## src/rtl/accu_avg_buf.sv

```systemverilog
// accu_avg_buf: small FIFO behind the accu group-sum stage. It emits the
// rounded 8-bit average (sum/4, half up) of the head entry over valid/ready.
module accu_avg_buf #(
  parameter int DEPTH = 4,
  parameter int AW    = 2
) (
  input  logic        clk,
  input  logic        rst_n,
  input  logic [9:0]  data_in,
  input  logic        valid_a,
  output logic        ready_a,
  output logic        valid_b,
  input  logic        ready_b,
  output logic [7:0]  data_out,
  output logic [AW:0] fifo_cnt,
  output logic [7:0]  grp_cnt
);

  localparam logic [AW:0] FULL = (AW + 1)'(DEPTH);

  logic [9:0]    mem_q [DEPTH];
  logic [AW-1:0] wp_q, wp_d;
  logic [AW-1:0] rp_q, rp_d;
  logic [AW:0]   cnt_q, cnt_d;
  logic [7:0]    grp_q, grp_d;
  logic          push, pop;
  logic [10:0]   rounded;

  // Full depends on the count alone, so a pop from full never opens a slot
  // in the same cycle. This keeps ready_a free of any path from ready_b.
  assign ready_a = (cnt_q != FULL);
  assign valid_b = (cnt_q != '0);
  assign push    = valid_a & ready_a;
  assign pop     = valid_b & ready_b;

  // NOTE: every output of this block gets a default first, so no path leaves
  // a variable unassigned and no latch is inferred.
  always_comb begin
    wp_d  = wp_q;
    rp_d  = rp_q;
    cnt_d = cnt_q;
    grp_d = grp_q;
    if (push) wp_d = wp_q + 1'b1;
    if (pop) begin
      rp_d  = rp_q + 1'b1;
      grp_d = grp_q + 8'd1;
    end
    case ({push, pop})
      2'b10:   cnt_d = cnt_q + 1'b1;
      2'b01:   cnt_d = cnt_q - 1'b1;
      default: cnt_d = cnt_q;
    endcase
  end

  // NOTE: state registers use non-blocking assignments, so every flop samples
  // the pre-edge values and there is no order dependence between blocks.
  always_ff @(posedge clk or negedge rst_n) begin
    if (!rst_n) begin
      wp_q  <= '0;
      rp_q  <= '0;
      cnt_q <= '0;
      grp_q <= '0;
    end else begin
      wp_q  <= wp_d;
      rp_q  <= rp_d;
      cnt_q <= cnt_d;
      grp_q <= grp_d;
    end
  end

  // NOTE: the storage array is deliberately not reset. The pointers and the
  // count alone decide which entries are live.
  always_ff @(posedge clk) begin
    if (push) mem_q[wp_q] <= data_in;
  end

  // An 11-bit intermediate keeps the +2 rounding term from overflowing.
  // The largest sum, 1020, maps to 255.
  assign rounded  = {1'b0, mem_q[rp_q]} + 11'd2;
  assign data_out = 8'(rounded >> 2);
  assign fifo_cnt = cnt_q;
  assign grp_cnt  = grp_q;

endmodule
```

## config.mk

```make
export PLATFORM = sky130hd
export DESIGN_NAME = accu_avg_buf
export DESIGN_NICKNAME = d
export VERILOG_FILES = /design/src/rtl/accu_avg_buf.sv
export SDC_FILE = /design/constraint.sdc
export NUM_CORES = 1
export LEC_CHECK = 0
export ABC_AREA = 1
export BUFFER_PORTS_ARGS = -buffer_cell sky130_fd_sc_hd__buf_2
export CORE_MARGIN = 2
export CORE_UTILIZATION = 51
export DETAILED_ROUTE_END_ITERATION = 10
export PLACE_DENSITY = 0.75
export REMOVE_ABC_BUFFERS = 1
export SLEW_MARGIN = 20
export SYNTH_ARGS = -nofsm -noshare
export SYNTH_HDL_FRONTEND = slang
export SYNTH_SLANG_ARGS = --single-unit
```

## constraint.sdc

```tcl
create_clock -name clk -period 1.9 [get_ports clk]
set_input_delay 0.38 -clock clk [delete_from_list [all_inputs] [get_ports clk]]
set_output_delay 0.38 -clock clk [all_outputs]
set_load 0.05 [all_outputs]
```

---- Word level (Yosys, flattened, before mapping) ----
Memory sizes are Yosys's and may differ from the RTL's.
Index checks and enable logic that the tools add are counted.
word-level totals
  flip-flop bits (word level) ............. 15
  bits in writable memories ............... 40
  bits of input ports ..................... 14
  memories ................................ 1
cells by class
  add/sub/neg operators ................... 6
  equal/unequal tests ..................... 3
  multiplexer cells ....................... 3
  bitwise operators ....................... 2
  reductions and logical operators ........ 2
memories
  memory  words  bits a word  read ports  clocked after Yosys merged registers in  wr ports  line  source
  mem_q   4      10           1           0                                        1         21    logic [9:0] mem_q [DEPTH];
operator list
  operator                                              count
  adder 10 x 2 -> 10 bit (second input constant)        1
  adder 8 x 1 -> 8 bit (second input constant)          1
  case mux 3 bit (2 select lines)                       1
  adder 2 x 1 -> 2 bit (second input constant)          2
  adder 3 x 1 -> 3 bit (second input constant)          1
  != test 3 bit (second input constant)                 1
  nonzero test 3 bit                                    1
  subtractor 3 x 1 -> 3 bit (second input constant)     1
  AND 1 bit                                             2
  equality test 2 x 1 -> 1 bit (second input constant)  1
  equality test 2 bit (second input constant)           1
  2-to-1 mux 1 bit                                      2
  nonzero test 2 bit                                    1

---- Logic depth before layout (Yosys ltp) ----
  word-level depth ........................ 4
  gate-level depth with buffers ........... 13
  depth with buffers taken out ............ 11

---- Worst setup path before layout ----
OpenSTA, ideal clock, no wires.
  path kind ............................... register to register
  start point ............................. register cnt_q[1], in the netlist fifo_cnt[1]
  end point ............................... register cnt_q[2], in the netlist fifo_cnt[2]
  library setup time ...................... 0.131 ns
  data arrival time ....................... 2.548 ns
  data required time ...................... 1.769 ns
  setup slack ............................. -0.779 ns
  cell stages (with the launch flop) ...... 11
  buffers on the path ..................... 0
  clock period less this slack ............ 2.679 ns
  cell sequence ........................... dfrtp_1 -> inv_1 -> nand3_1 -> nand2_2 -> inv_1 -> ha_1 -> inv_1 -> fa_1 -> a21oi_1 -> o21ai_0 -> xor2_1
between the ends
  cells in the longest elaborated chain, start to end .. 4
RTL lines
  what                                                                   line  source
  start: declaration                                                     24    logic [AW:0] cnt_q, cnt_d;
  start signal: assignment                                               66    cnt_q <= cnt_d;
  nonzero test 3 bit (*)                                                 32    assign valid_b = (cnt_q != '0);
  named net valid_b                                                      12    output logic valid_b,
  AND 1 bit (*)                                                          34    assign pop = valid_b & ready_b;
  named net pop                                                          26    logic push, pop;
  equality test 2 x 1 -> 1 bit or equality test 2 bit (tied branches)    48    case ({push, pop})
  case mux 3 bit (2 select lines) or nonzero test 2 bit (tied branches)  --
The timed path passes the listed nets; every way through them passes the cells marked *.
A chain may end at the register's enable or synchronous reset.

---- Worst setup path after layout ----
  start point ............................. register rp_q[0]
  end point ............................... output port data_out[3]
between the ends
  cells in the longest elaborated chain, start to end .. 2
RTL lines
  what                      line  source
  start: declaration        23    logic [AW-1:0] rp_q, rp_d;
  start signal: assignment  65    rp_q <= rp_d;
  memory (4 x 10 bit)       --
  adder 10 x 2 -> 10 bit    79    assign rounded = {1'b0, mem_q[rp_q]} + 11'd2;
  end: declaration          14    output logic [7:0] data_out,
Every way passes these cells.

==> metrics.txt <==
Max Cap Viol=0; Cell Area, Placed=0.00282 sq mm; gpl congestion=0.757; commonest non-fill, non-tap cell in the layout=nand2_1; Mapped Cells=245; DRT Pass-1 Iters=4; Simple-Gate Fraction of Synth Area=0.235; sequential-to-total area share from yosys stat=0.592; critical path endpoint category=output pin; floorplan row count=25; critical path arrival=1.94 ns; WL final=4.73 mm; ANT cells=0; largest net degree at the start of global routing=16; Final Cycle Share=1.22; Reg2Reg Setup Slack=0.13 ns; maximum clock rate=431 MHz; failing checks=negative setup slack; synthesis-to-finish area growth=30.5%; Root Driver=clkbuf_8; Initial Utilization=0.525; synthesized area=0.00246 sq mm; post-synthesis xor/xnor area fraction=0.0463; worst path cell trace=buf_12, o21ai_2, nand2_1, nand2_2, ha_4, nand2_4, nor2_8, xor2_2, buf_6; post-synthesis compound-gate area fraction=0.0203; layout cell share with drive strength beyond 1=0.371; Final WS setup=-0.421 ns; Sink Count=51; Max clock buf depth=2; number of global-route vias before repair=1508; DIE AREA=0.00540 sq mm; via count=1799; Unique masters post-synth=27; # IOs=35; routed len/inst=12.8 um; Die X=73.5 um; Reg2Reg Launch Point=fifo_cnt[1]$_DFFE_PN0P_; Warnings, synthesis=0; most frequent cells in the layout=nand2_1, edfxtp_1, buf_4; Worst Max-Slew Pin Slew=0.345 ns; FF-to-FF End=fifo_cnt[2]$_DFFE_PN0P_; Rel. slew slack=0.770; hold_sp=data_in[8]; post-synthesis mux area share=0; Synth Register Bits=51; final slew viol count=0; Post-DRT Antenna Nets=0; worst hold stages=1; final number of setup-violating endpoints=8; CTS tree=done; critical path class=reg -> out; Final nets=336; vias per cell=4.88; CP max stage delay=0.45 ns; Slowest-stage cell, CP=dfrtp_2; H-tree depth=2; startpoint types=flip-flop; main combinational cell family by area after synthesis=simple AND/OR/NAND/NOR gates; final instance area=0.00321 sq mm; first-pass GRT wire length=7.07 mm; WHS Endpoint=mem_q[3][8]$_DFFE_PP_; DP HPWL=3.09 mm; CP Max Fanout=5; Final Critical Period=2.32 ns; PortBufs=33; setup repair after global routing missed its margin=true; post-synthesis adder-cell area fraction=0.0437; initial drt markers=74; worst path required time=1.52 ns; Worst-path clk slew=0.09 ns; clock skew=0.0129 ns; fillcell total=353; Hold Crit Class=in -> reg; die height=73.5 um; reg2reg path depth=9; Core Region=0.00469 sq mm; outcome=complete, but fails checks; Fin. Hold Viols=0; CTS Buf Count=5; WHS=0.282 ns; clock latency on the worst-skew pair=0.30 ns; GRT overflow=0; setup TNS=-2.63 ns; initial antenna violation count=0; average size of a mapped cell=10.0 sq um; overall routing resource usage=0.178; drc violations=0
worst max-delay path by stage:
stage                        start          end  slack [ns]
6_report       rp_q[0]$_DFFE_PN0P_  data_out[3]       -0.42
5_1_grt        rp_q[0]$_DFFE_PN0P_  data_out[3]       -0.51
4_1_cts        rp_q[0]$_DFFE_PN0P_  data_out[3]       -0.41
3_5_place_dp   rp_q[0]$_DFFE_PN0P_  data_out[3]       -0.22
3_3_place_gp   rp_q[0]$_DFFE_PN0P_  data_out[3]       -0.18
2_1_floorplan  rp_q[0]$_DFFE_PN0P_  data_out[3]       -0.79
per-stage QoR:
step	utilization	std cells	worst slack (ns)
2_1_floorplan	-	240	-0.787
3_3_place_gp	0.601	349	-0.175
3_5_place_dp	0.601	349	-0.223
4_1_cts	0.637	360	-0.407
5_1_grt	0.685	369	-0.511
6_report	0.685	369	-0.421
critical path, delay by kind of cell, from the launching register on:
family	cells	cell delay, ns
buffers and inverters	2	0.33
adders and majority gates	1	0.16
DFF	1	0.45
AOI/OAI and AO/OA	1	0.14
and+or+nand+nor	4	0.39
xor gates and xnor gates	1	0.17
cell usage after synthesis:
library cell / number / area share
buf_2: 1 / 0.0020
inv_8: 1 / 0.0046
nand2_1: 96 / 0.15
a21oi_1: 2 / 0.0041
xnor2_1: 3 / 0.011
buf_6: 2 / 0.0092
buf_4: 1 / 0.0031
buf_8: 1 / 0.0061
nand4_1: 2 / 0.0051
nand3_2: 1 / 0.0041
fa_1: 1 / 0.0081
nand3b_1: 1 / 0.0031
inv_2: 3 / 0.0046
nand2_2: 8 / 0.020
dfrtp_1: 15 / 0.15
ha_1: 7 / 0.036
nor3_2: 2 / 0.0081
nor2_1: 12 / 0.018
o21ai_1: 3 / 0.0061
nand3_1: 8 / 0.016
o211ai_1: 2 / 0.0061
inv_1: 22 / 0.034
nor2_8: 1 / 0.0081
edfxtp_1: 36 / 0.44
nor2_2: 2 / 0.0051
o21ai_0: 2 / 0.0041
xor2_1: 10 / 0.036
timing repair:
item,CTS,global route
gates resized for setup,17,41
buffers inserted,2,8
hold buffers,1,0
pin swaps,7,20
endpoints found under the hold margin,15,0
endpoints found under the setup margin,8,9
cloned,0,1
metal layers:
layer / up-vias / share of wire / global-route usage
met5: - / 0 / 0
met3: 9 / 0.026 / 0.0398
met2: 29 / 0.53 / 0.290
met4: 0 / 0.020 / 0.0606
li1: 918 / - / -
met1: 843 / 0.42 / 0.236
registers in the layout (all words and copies together) (netlist names):
name      cells
grp_cnt       8
mem_q        36
fifo_cnt      3
rp_q          2
wp_q          2
cells by family (layout without fill, tap and decap cells):
group           after synthesis  count (layout)
simple gates                133             133
flops                        51              51
buf+inv                      31             101
xor+xnor                     13              13
compound gates                9               9
fa+ha+maj                     8               8
area by class of cell:
| cell class | instances | area [sq um] | area share |
|---|---|---|---|
| Sequential cell | 51 | 1460 | 0.454 |
| Multi-Input combinational cell | 163 | 980 | 0.305 |
| Timing Repair Buffer | 67 | 510 | 0.159 |
| Inverter | 26 | 113 | 0.0351 |
| Clock buffer | 6 | 72.6 | 0.0226 |
| Tap cell | 54 | 67.6 | 0.0210 |
| Clock inverter | 2 | 11.3 | 0.00351 |
Power is left out: the tool's default activity adds up to more than one toggle a clock period on the data nets, which glitch-free logic cannot reach.
